File: src/rtl/status_flag_unit.sv
`default_nettype none
// ============================================================================
// Module   : status_flag_unit
// Brief    : {C,N,Z} condition-code register with ALU merge, JZ/JN/JC/JMP
//            resolution and an interrupt flag-save LIFO.
// Revision : 1.0 - initial release
// ============================================================================
module status_flag_unit #(
  parameter int STACK_DEPTH = 4,
  parameter bit BYPASS      = 1'b1
) (
  input  logic                               clk,
  input  logic                               rst_n,
  input  logic                               flags_wr_en,
  input  logic [2:0]                         flags_wr_mask,
  input  logic [2:0]                         flags_in,
  input  logic                               branch_valid,
  input  logic [2:0]                         branch_type,
  input  logic                               int_save,
  input  logic                               rti_restore,
  output logic [2:0]                         flags_out,
  output logic                               branch_taken,
  output logic [$clog2(STACK_DEPTH+1)-1:0]   stack_count,
  output logic                               stack_overflow,
  output logic                               stack_underflow
);

  localparam int CW = $clog2(STACK_DEPTH + 1);
  localparam int AW = (STACK_DEPTH > 1) ? $clog2(STACK_DEPTH) : 1;
  localparam logic [CW-1:0] c_full = CW'(STACK_DEPTH);

  localparam logic [2:0] c_br_jz  = 3'b001;
  localparam logic [2:0] c_br_jn  = 3'b010;
  localparam logic [2:0] c_br_jc  = 3'b011;
  localparam logic [2:0] c_br_jmp = 3'b100;

  logic [2:0]    r_flags;
  logic [CW-1:0] r_count;
  logic          r_ovf;
  logic          r_udf;
  logic [2:0]    r_stack [STACK_DEPTH];

  logic [2:0]    w_merged;
  logic [2:0]    w_eff;
  logic [2:0]    w_nxt;
  logic          w_cond;
  logic [AW-1:0] w_push_ptr;
  logic [AW-1:0] w_pop_ptr;

  // Flag bit order is {C,N,Z}: bit 2 = C, bit 1 = N, bit 0 = Z.
  always_comb begin
    w_merged = flags_wr_en ? ((r_flags & ~flags_wr_mask) | (flags_in & flags_wr_mask))
                           : r_flags;
    w_eff    = BYPASS ? w_merged : r_flags;
    w_cond   = 1'b0;
    case (branch_type)
      c_br_jz:  w_cond = w_eff[0];
      c_br_jn:  w_cond = w_eff[1];
      c_br_jc:  w_cond = w_eff[2];
      c_br_jmp: w_cond = 1'b1;
      default:  w_cond = 1'b0;
    endcase
    branch_taken = rst_n & branch_valid & w_cond;
  end

  // A taken conditional jump consumes its flag, overriding any same-cycle write.
  always_comb begin
    w_nxt = w_merged;
    if (branch_taken) begin
      case (branch_type)
        c_br_jz: w_nxt[0] = 1'b0;
        c_br_jn: w_nxt[1] = 1'b0;
        c_br_jc: w_nxt[2] = 1'b0;
        default: w_nxt = w_merged;
      endcase
    end
  end

  assign w_push_ptr = AW'(r_count);
  assign w_pop_ptr  = AW'(r_count - CW'(1));

  always_ff @(posedge clk or negedge rst_n) begin
    if (!rst_n) begin
      r_flags <= '0;
      r_count <= '0;
      r_ovf   <= 1'b0;
      r_udf   <= 1'b0;
      for (int i = 0; i < STACK_DEPTH; i++) begin
        r_stack[i] <= '0;
      end
    end else if (rti_restore) begin
      // Restore wins the cycle: ALU write, branch clear and int_save are dropped.
      if (r_count != '0) begin
        r_flags <= r_stack[w_pop_ptr];
        r_count <= r_count - CW'(1);
      end else begin
        r_flags <= '0;
        r_udf   <= 1'b1;
      end
    end else begin
      r_flags <= w_nxt;
      if (int_save) begin
        if (r_count < c_full) begin
          r_stack[w_push_ptr] <= w_nxt;
          r_count             <= r_count + CW'(1);
        end else begin
          r_ovf <= 1'b1;
        end
      end
    end
  end

  assign flags_out       = r_flags;
  assign stack_count     = r_count;
  assign stack_overflow  = r_ovf;
  assign stack_underflow = r_udf;

endmodule
`default_nettype wire

File: config.mk
export PLATFORM = sky130hd
export DESIGN_NAME = status_flag_unit
export DESIGN_NICKNAME = d
export VERILOG_FILES = /design/src/rtl/status_flag_unit.sv
export SDC_FILE = /design/constraint.sdc
export NUM_CORES = 1
export LEC_CHECK = 0
export CAP_MARGIN = 20
export CORE_MARGIN = 5
export CORE_UTILIZATION = 53
export DETAILED_ROUTE_END_ITERATION = 10
export GPL_TIMING_DRIVEN = 0
export PLACE_DENSITY = 0.83
export SYNTH_ARGS = -nofsm -noshare
export SYNTH_HDL_FRONTEND = slang
export SYNTH_SLANG_ARGS = --single-unit
File: constraint.sdc
create_clock -name clk -period 3.1 [get_ports clk]
set_input_delay 0.62 -clock clk [delete_from_list [all_inputs] [get_ports clk]]
set_output_delay 0.62 -clock clk [all_outputs]
set_load 0.005 [all_outputs]
Yosys cells after proc, flatten, opt, wreduce, memory -nomap -nowiden
Cells that the tools add are included.
Widths: inputs -> output; s select.
Operators by class
  add/subtract/negate cells: 2
  $lt $le $gt $ge: 4
  eq/ne operators: 5
  multiplexer cells: 18
  bitwise logic cells: 11
  reductions and logical operators: 8
Operator list (number)
  $mux 3: 11
  $bwmux 12: 1
  $reduce_and 3->1: 3
  $and 3x3->3: 2
  $bmux 3 s2: 1
  $demux 3 s2: 1
  $eq 3x2->1 const B: 2
  $ge 3x3->1 const B: 2
  $not 2->3: 2
  $pmux 1 s4: 1
  $reduce_bool 2->1: 2
  $add 3x1->3 const B: 1
  $eq 3x1->1 const B: 1
  $eq 3x3->1 const B: 1
  $lt 3x1->1 const B: 1
  $lt 3x3->1 const B: 1
  $mux 1: 3
  $not 1->1: 3
  $not 3->3: 1
  $or 3x3->3: 1
  $reduce_bool 3->1: 1
  $sub 3x1->3 const B: 1
  $and 1x1->1: 2
  $ne 2x1->1 const B: 1
  other kinds (2): 2
Word-level totals
  flip-flop bits (word level): 20
  input port bits: 15
  output and inout bits: 9

Depth between registers and ports, before layout
Gate-level depths: netlist (run 1).
  depth in word-level cells: 8
  mapped depth: 7
  gate-level depth less buffers: 6

Least setup slack after synthesis (run 1)
OpenSTA, ideal clock, no wires.
  path kind: input to output
  start: input port flags_wr_mask[1]
  end: output port branch_taken
  data arrival time: 1275 ps
  required time: 2480 ps
  path slack: 1205 ps
  stages: 4
  path buffers: 0
  cell sequence: nand2_1 mux2i_1 o21ai_0 a211o_1
On the way
  cells in the longest elaborated chain, start to end: 6
  elaborated cells on any way between the ends: 7
Ends and longest elaborated chain
  from (decl): line 15  | input logic [2:0] flags_wr_mask,
  $not 3->3: line 52  | w_merged = flags_wr_en ? ((r_flags & ~flags_wr_mask) | (flags_in & flags_wr_mask))
  $and 3x3->3: line 52
  $or 3x3->3 *: line 52
  $mux 3 *: line 52
  $pmux 1 s4 *: line 56  | case (branch_type)
  $and 1x1->1 *: line 63  | branch_taken = rst_n & branch_valid & w_cond;
  to (decl): line 22  | output logic branch_taken,
Mark *: on every way between the ends. The rest lies on a longest branch, timed or not.

Worst setup path after layout (run 1)
  start: input port flags_wr_en
  end: output port branch_taken
On the way
  cells in the longest elaborated chain, start to end: 3
Ends and longest elaborated chain
  from (decl): line 14  | input logic flags_wr_en,
  $mux 3: line 52
  $pmux 1 s4: line 56
  $and 1x1->1: line 63
No other way between the ends.

==> out/results.ini, run 1 <==
[route]
drtAntennaViolNets = 0
post_drt_wl_per_cell_um = 15.3
drt_iter0_markers = 5
remaining_drc_errors = 0
dr.pass1.iters = 4
num_vias = 800
drt_wl_total_mm = 2.27
vias_per_cell = 5.41

[global_route]
grt_use_met2_pct = 24.7
overflow = 0
busiest_layer = met2
grt_pass1_wl_mm = 3.84
grt_usage_pct = 15.6
gr-usage-met3_pct = 3.71
first_global_vias = 810
grt_max_degree = 23
grt.met1_usage_pct = 20.4
antenna_found_initial = 0

[worst_setup_path]
reg2reg_depth = 6
cp-startpoint = flags_wr_en
critPathKind = primary input to output port
timing.rr.end = r_stack[11]
max_stage_delay_ps = 500
crit_chain = clkdlybuf4s50_1 -> nand2_1 -> mux2i_1 -> o21ai_0 -> a211o_1 -> clkdlybuf4s50_1
cp_top_family = buffers and inverters
startpoint_type = primary input
cp.depth = 6
cp.arrival_ps = 2280
end_kind = output port
worst_path_most_repeated_cell = clkdlybuf4s50_1
required_ps = 2480
path_buf_inv = 2
reg2reg_from = stack_count[0]
regToRegSetupSlack_ps = 1360
worstSetupEndpoint = branch_taken
cp_slowest_cell = clkdlybuf4s50_1
cp_max_fo = 3

[place]
portBuffers = 22
dp_hpwl_mm = 1.78
gp_congestion = 0.721
dp_cells = 144

[logic_synthesis]
ys_warn_count = 0
syn_area_per_cell_um2 = 11.7
syn_nets = 115
yosysSeqAreaShare_pct = 44.9
synth-seq-cells = 20
ys_types = 30
syn_area_um2 = 1110
netlist_instances = 95

[timing]
period_share_pct = 93.6
timing_hold_violations_final = 0
rsz0062_at_grt = false
fmax_ghz = 0.345
fin_skew_ps = 1.98
worstMarginPinSlew_ps = 517
setup_viol = 0
post-route-min-period_ps = 2900
slew_headroom_pct = 65.5
slew_violations = 0
whs_ps = 354

[outcome]
status = finished, final reports clean

[clock_tree]
clock_sinks = 20
cts_tree = yes
htreeDepth = 1
cts_buffers = 3
cts_buffer_depth = 2
clkTransAtPathRegs_ps = 110
ctsResizeCount = 3
cts_hold_buf = 0
root_buffer = clkbuf_4
clk_latency_ps = 310
cts_setup_buffers = 0

[floorplanning]
die_h_um = 55.9
core-area_um2 = 1980
dieArea_um2 = 3120
die_w_um = 55.9
start_util_pct = 56.2
io_pins = 24
rows = 16

[finish]
instances_no_fill = 148
final_common_cell = clkdlybuf4s50_1
fillers = 140
syn2layout_area_growth_pct = 27.6
insertedDiodeCount = 0
mostFrequentLayoutCells = 21 x clkdlybuf4s50_1, 20 x dfrtp_1, 12 x mux2_2, 7 x nor2_1, 6 x nand2_1
nNetsFinal = 142
drive_above_1_share_pct = 24.0

[pwr]
p_leak_nw = 0.657
power.density_nw_per_um2 = 731
total_power_w = 0.00104
ir_worst_vdd_uv = 541

[flow_run]
cap_violations = 0

[min_path]
hold_class = primary input to async pin

## worst min path at each step
stage | slack, ps | end | depth (start not counted)
2_1_floorplan | 320 | flags_out[0] | 0
3_3_place_gp | 450 | stack_underflow | 1
3_5_place_dp | 450 | stack_underflow | 1
4_1_cts | 360 | stack_count[0] | 1
5_1_grt | 380 | r_stack[10] | 1
6_report | 350 | stack_count[0] | 1
## cell families (layout without fill, tap and decap cells)
group | after synthesis | in the layout | share of synthesized area [%]
simple gates | 29 | 29 | 14.8
flops | 20 | 20 | 44.9
mux | 19 | 19 | 21.8
compound gates | 14 | 14 | 8.64
buf+inv | 7 | 33 | 3.48
fa+ha+maj | 5 | 5 | 5.61
xor+xnor | 1 | 1 | 0.786
## metrics by stage
| stage | instance area, um2 | TNS, ps | utilization [%] | setup slack [ps] |
|---|---|---|---|---|
| 5_1_grt | 1420 | 0 | 71.8 | 49.5 |
| 4_1_cts | 1420 | 0 | 71.8 | 194 |
| 3_5_place_dp | 1370 | -416 | 69.1 | -416 |
| 6_report | 1420 | 0 | 71.8 | 199 |
| 2_1_floorplan | 1110 | 0 | - | 1210 |
| 3_3_place_gp | 1370 | -365 | 69.1 | -365 |
## cell type report
cell class                      instances  area (um2)  area share, %
Inverter                                4        15.0           1.06
Clock buffer                            3        22.5           1.58
Tap cell                               27        33.8           2.37
Multi-Input combinational cell         68         576           40.5
Sequential cell                        20         500           35.2
Clock inverter                          1        30.0           2.11
Buffer                                  3        23.8           1.67
Timing Repair Buffer                   22         221           15.6
## registers in the layout, indices dropped and copies added, names as in the netlist
signal	flops
flags_out	3
r_stack	12
stack_count	3
stack_overflow	1
stack_underflow	1
## power breakdown
group / switching [W] / internal, W
logic: 0.000186 / 0.000252
clock network: 0.0000841 / 0.000131
registers: 0.0000503 / 0.000337
## per-layer routing
| layer | routed length, um | vias to the layer above | share of wire [%] |
|---|---|---|---|
| met2 | 1120 | 22 | 49 |
| met4 | 44 | 0 | 1.9 |
| met1 | 991 | 384 | 44 |
| met5 | 0 | - | 0 |
| met3 | 116 | 4 | 5.1 |
| li1 | - | 390 | - |
## synthesized netlist by cell type
master / n / area, um2
a31oi_1: 1 / 6.26
nor3_1: 3 / 15.0
inv_1: 4 / 15.0
nand3b_1: 1 / 7.51
a21oi_1: 2 / 10.0
nor3b_1: 1 / 7.51
dfrtp_1: 20 / 500
a22o_1: 3 / 26.3
a211o_1: 1 / 8.76
nor2_1: 7 / 26.3
mux2_2: 12 / 135
o21ai_1: 1 / 5.00
nand4b_1: 1 / 8.76
o311ai_0: 1 / 8.76
ha_1: 5 / 62.6
mux2i_1: 4 / 40.0
nand2b_1: 4 / 25.0
nor2b_1: 1 / 6.26
a31o_2: 1 / 8.76
o21ai_0: 3 / 15.0
and2_4: 3 / 26.3
xnor2_1: 1 / 8.76
mux4_2: 3 / 67.6
nor2_2: 1 / 6.26
nand2b_4: 1 / 13.8
buf_2: 1 / 5.00
nand2_1: 6 / 22.5
a22oi_1: 1 / 7.51
buf_4: 1 / 7.51
buf_6: 1 / 11.3
## worst register-to-register path: stages, from the launching register on
cell and delay (ps):
dfrtp_1 440, buf_6 150, inv_1 90, ha_1 210
nand2b_1 90, nor2_1 270, mux2_2 380
No activity file was read; power rests on OpenSTA's default activity.
==> run 2: changes to the inputs <==
--- a/config.mk
+++ b/config.mk
@@ -11,6 +11,7 @@
 export DETAILED_ROUTE_END_ITERATION = 10
 export GPL_TIMING_DRIVEN = 0
 export PLACE_DENSITY = 0.83
+export SKIP_CTS_REPAIR_TIMING = 1
 export SYNTH_ARGS = -nofsm -noshare
 export SYNTH_HDL_FRONTEND = slang
 export SYNTH_SLANG_ARGS = --single-unit
==> run 2 against run 1 <==
Compared with the run above: global-route usage did not move; critical path type unchanged; sequential cell count did not move; clock power barely moved; setup slack improved by 0.76 ps; sequential power barely moved; final area decreased by 0.44%; core utilization decreased by 0.32 points; cell count stayed put; largest power group unchanged; largest cell class unchanged; first-iteration DRC count stayed put; combinational power hardly changed; sequential share of layout area increased by 0.16 points; highest routed layer unchanged.
==> out/results.ini, run 2 (same netlist as run 1, synthesis figures left out) <==
[timing]
worstMarginPinSlew_ps = 511
post-route-min-period_ps = 2900
timing_hold_violations_final = 0
slew_headroom_pct = 65.9
whs_ps = 256
slew_violations = 0
fin_skew_ps = 2.01
tns_ps = 0
setup_viol = 0
timing.final.ws_setup_ps = 200
fmax_ghz = 0.345
period_share_pct = 93.6
rsz0062_at_grt = false

[place]
dp_hpwl_mm = 1.78
dp_cells = 144
portBuffers = 22
post-place-ws_ps = -416
gp_congestion = 0.721

[worst_setup_path]
timing.rr.end = r_stack[11]
reg2reg_from = stack_count[0]
reg2reg_depth = 6
startpoint_type = primary input
cp_max_fo = 3
cp.arrival_ps = 2280
end_kind = output port
crit_chain = clkdlybuf4s50_1 -> nand2_1 -> mux2i_1 -> o21ai_0 -> a211o_1 -> clkdlybuf4s50_1
critPathKind = primary input to output port
required_ps = 2480
worst_path_most_repeated_cell = clkdlybuf4s50_1
cp_slowest_cell = clkdlybuf4s50_1
max_stage_delay_ps = 500
regToRegSetupSlack_ps = 1350

[global_route]
grt_pass1_wl_mm = 3.84
antenna_found_initial = 0
overflow = 0
grt_usage_pct = 15.6
first_global_vias = 810
grt_max_degree = 23

[route]
drt_wl_total_mm = 2.26
vias_per_cell = 5.43
drtAntennaViolNets = 0
drt_iter0_markers = 5
num_vias = 804
post_drt_wl_per_cell_um = 15.3
remaining_drc_errors = 0
dr.pass1.iters = 4

[clock_tree]
htreeDepth = 1
root_buffer = clkbuf_4
clk_latency_ps = 310
clock_sinks = 20
cts_buffers = 3
cts_buffer_depth = 2
clkTransAtPathRegs_ps = 110
cts_tree = yes

[flow_run]
cap_violations = 0

[floorplanning]
rows = 16
die_w_um = 55.9
core-area_um2 = 1980
dieArea_um2 = 3120
io_pins = 24
die_h_um = 55.9
start_util_pct = 56.2

[finish]
regMostFlops = r_stack
drive_above_1_share_pct = 24.0
largest_reg_flops = 12
final_common_cell = clkdlybuf4s50_1
syn2layout_area_growth_pct = 27.0
nNetsFinal = 142
insertedDiodeCount = 0
mostFrequentLayoutCells = 21 x clkdlybuf4s50_1, 20 x dfrtp_1, 12 x mux2_2, 7 x nor2_1, 6 x nand2_1
instances_no_fill = 148

[pwr]
power.density_nw_per_um2 = 734
power.share.clock_pct = 20.7
internal_power_w = 0.000719
switching_share_pct = 30.8
ir_worst_vdd_uv = 541
pwr-share-comb_pct = 42.1
p_leak_nw = 0.656
p_sw_w = 0.000320
p_seq_share_pct = 37.2
total_power_w = 0.00104

[min_path]
hold_class = primary input to async pin

[outcome]
status = finished, final reports clean

[run 2: how the worst max path moves through the flow]
stage                         endpoint              from  slack (ps)  depth (start not counted)
final                     branch_taken       flags_wr_en         200                          6
after global routing      branch_taken       flags_wr_en         140                          6
after CTS                 branch_taken             rst_n        -420                          5
after detailed placement  branch_taken             rst_n        -420                          5
after global placement    branch_taken             rst_n        -360                          5
after floorplan           branch_taken  flags_wr_mask[1]        1210                          4
[run 2: layer usage]
layer  track usage, %  part of all wire, %  vias to the layer above
li1                 -                    -                      390
met5                0                    0                        -
met3             3.71                  6.1                        4
met2             24.7                   49                       27
met1             20.4                   43                      383
met4             6.44                  1.9                        0
[run 2: worst max-delay path, delay by kind of cell]
kind	cells	cell delay, ps
buffers and inverters	2	940
AOI/OAI and AO/OA	2	420
muxes	1	210
and+or+nand+nor	1	80
[run 2: per-stage QoR]
stage	util [%]	instance area (um2)
after global placement	69.1	1370
final	71.5	1420
after floorplan	-	1110
after detailed placement	69.1	1370
after CTS	71.7	1420
after global routing	71.5	1420
[run 2: power by group through the flow]
stage	clock (W)	combinational (W)	sequential (W)
after detailed placement	0	0.000440	0.000393
after floorplan	0	0.000269	0.000386
final	0.000215	0.000437	0.000387
after global routing	0.000229	0.000482	0.000400
after global placement	0	0.000428	0.000387
after CTS	0.000220	0.000443	0.000388
[run 2: cell type report]
cell class	instances	area [um2]
plain buffers	3	23.8
clock buffers	3	22.5
clock inverters	1	30.0
fillers	142	566
inverters	4	15.0
multi-input cells	68	576
flip-flops and latches	20	500
well taps	27	33.8
repair buffers	22	215
==> run 3: changes to the inputs <==
--- a/config.mk
+++ b/config.mk
@@ -8,6 +8,7 @@
 export CAP_MARGIN = 20
 export CORE_MARGIN = 5
 export CORE_UTILIZATION = 53
+export CTS_CLUSTER_SIZE = 16
 export DETAILED_ROUTE_END_ITERATION = 10
 export GPL_TIMING_DRIVEN = 0
 export PLACE_DENSITY = 0.83
@@ -15,3 +16,4 @@
 export SYNTH_ARGS = -nofsm -noshare
 export SYNTH_HDL_FRONTEND = slang
 export SYNTH_SLANG_ARGS = --single-unit
+export TNS_END_PERCENT = 100
==> results of run 3 <==
No change in the layout: final DEF, timing and power equal those of run 2.
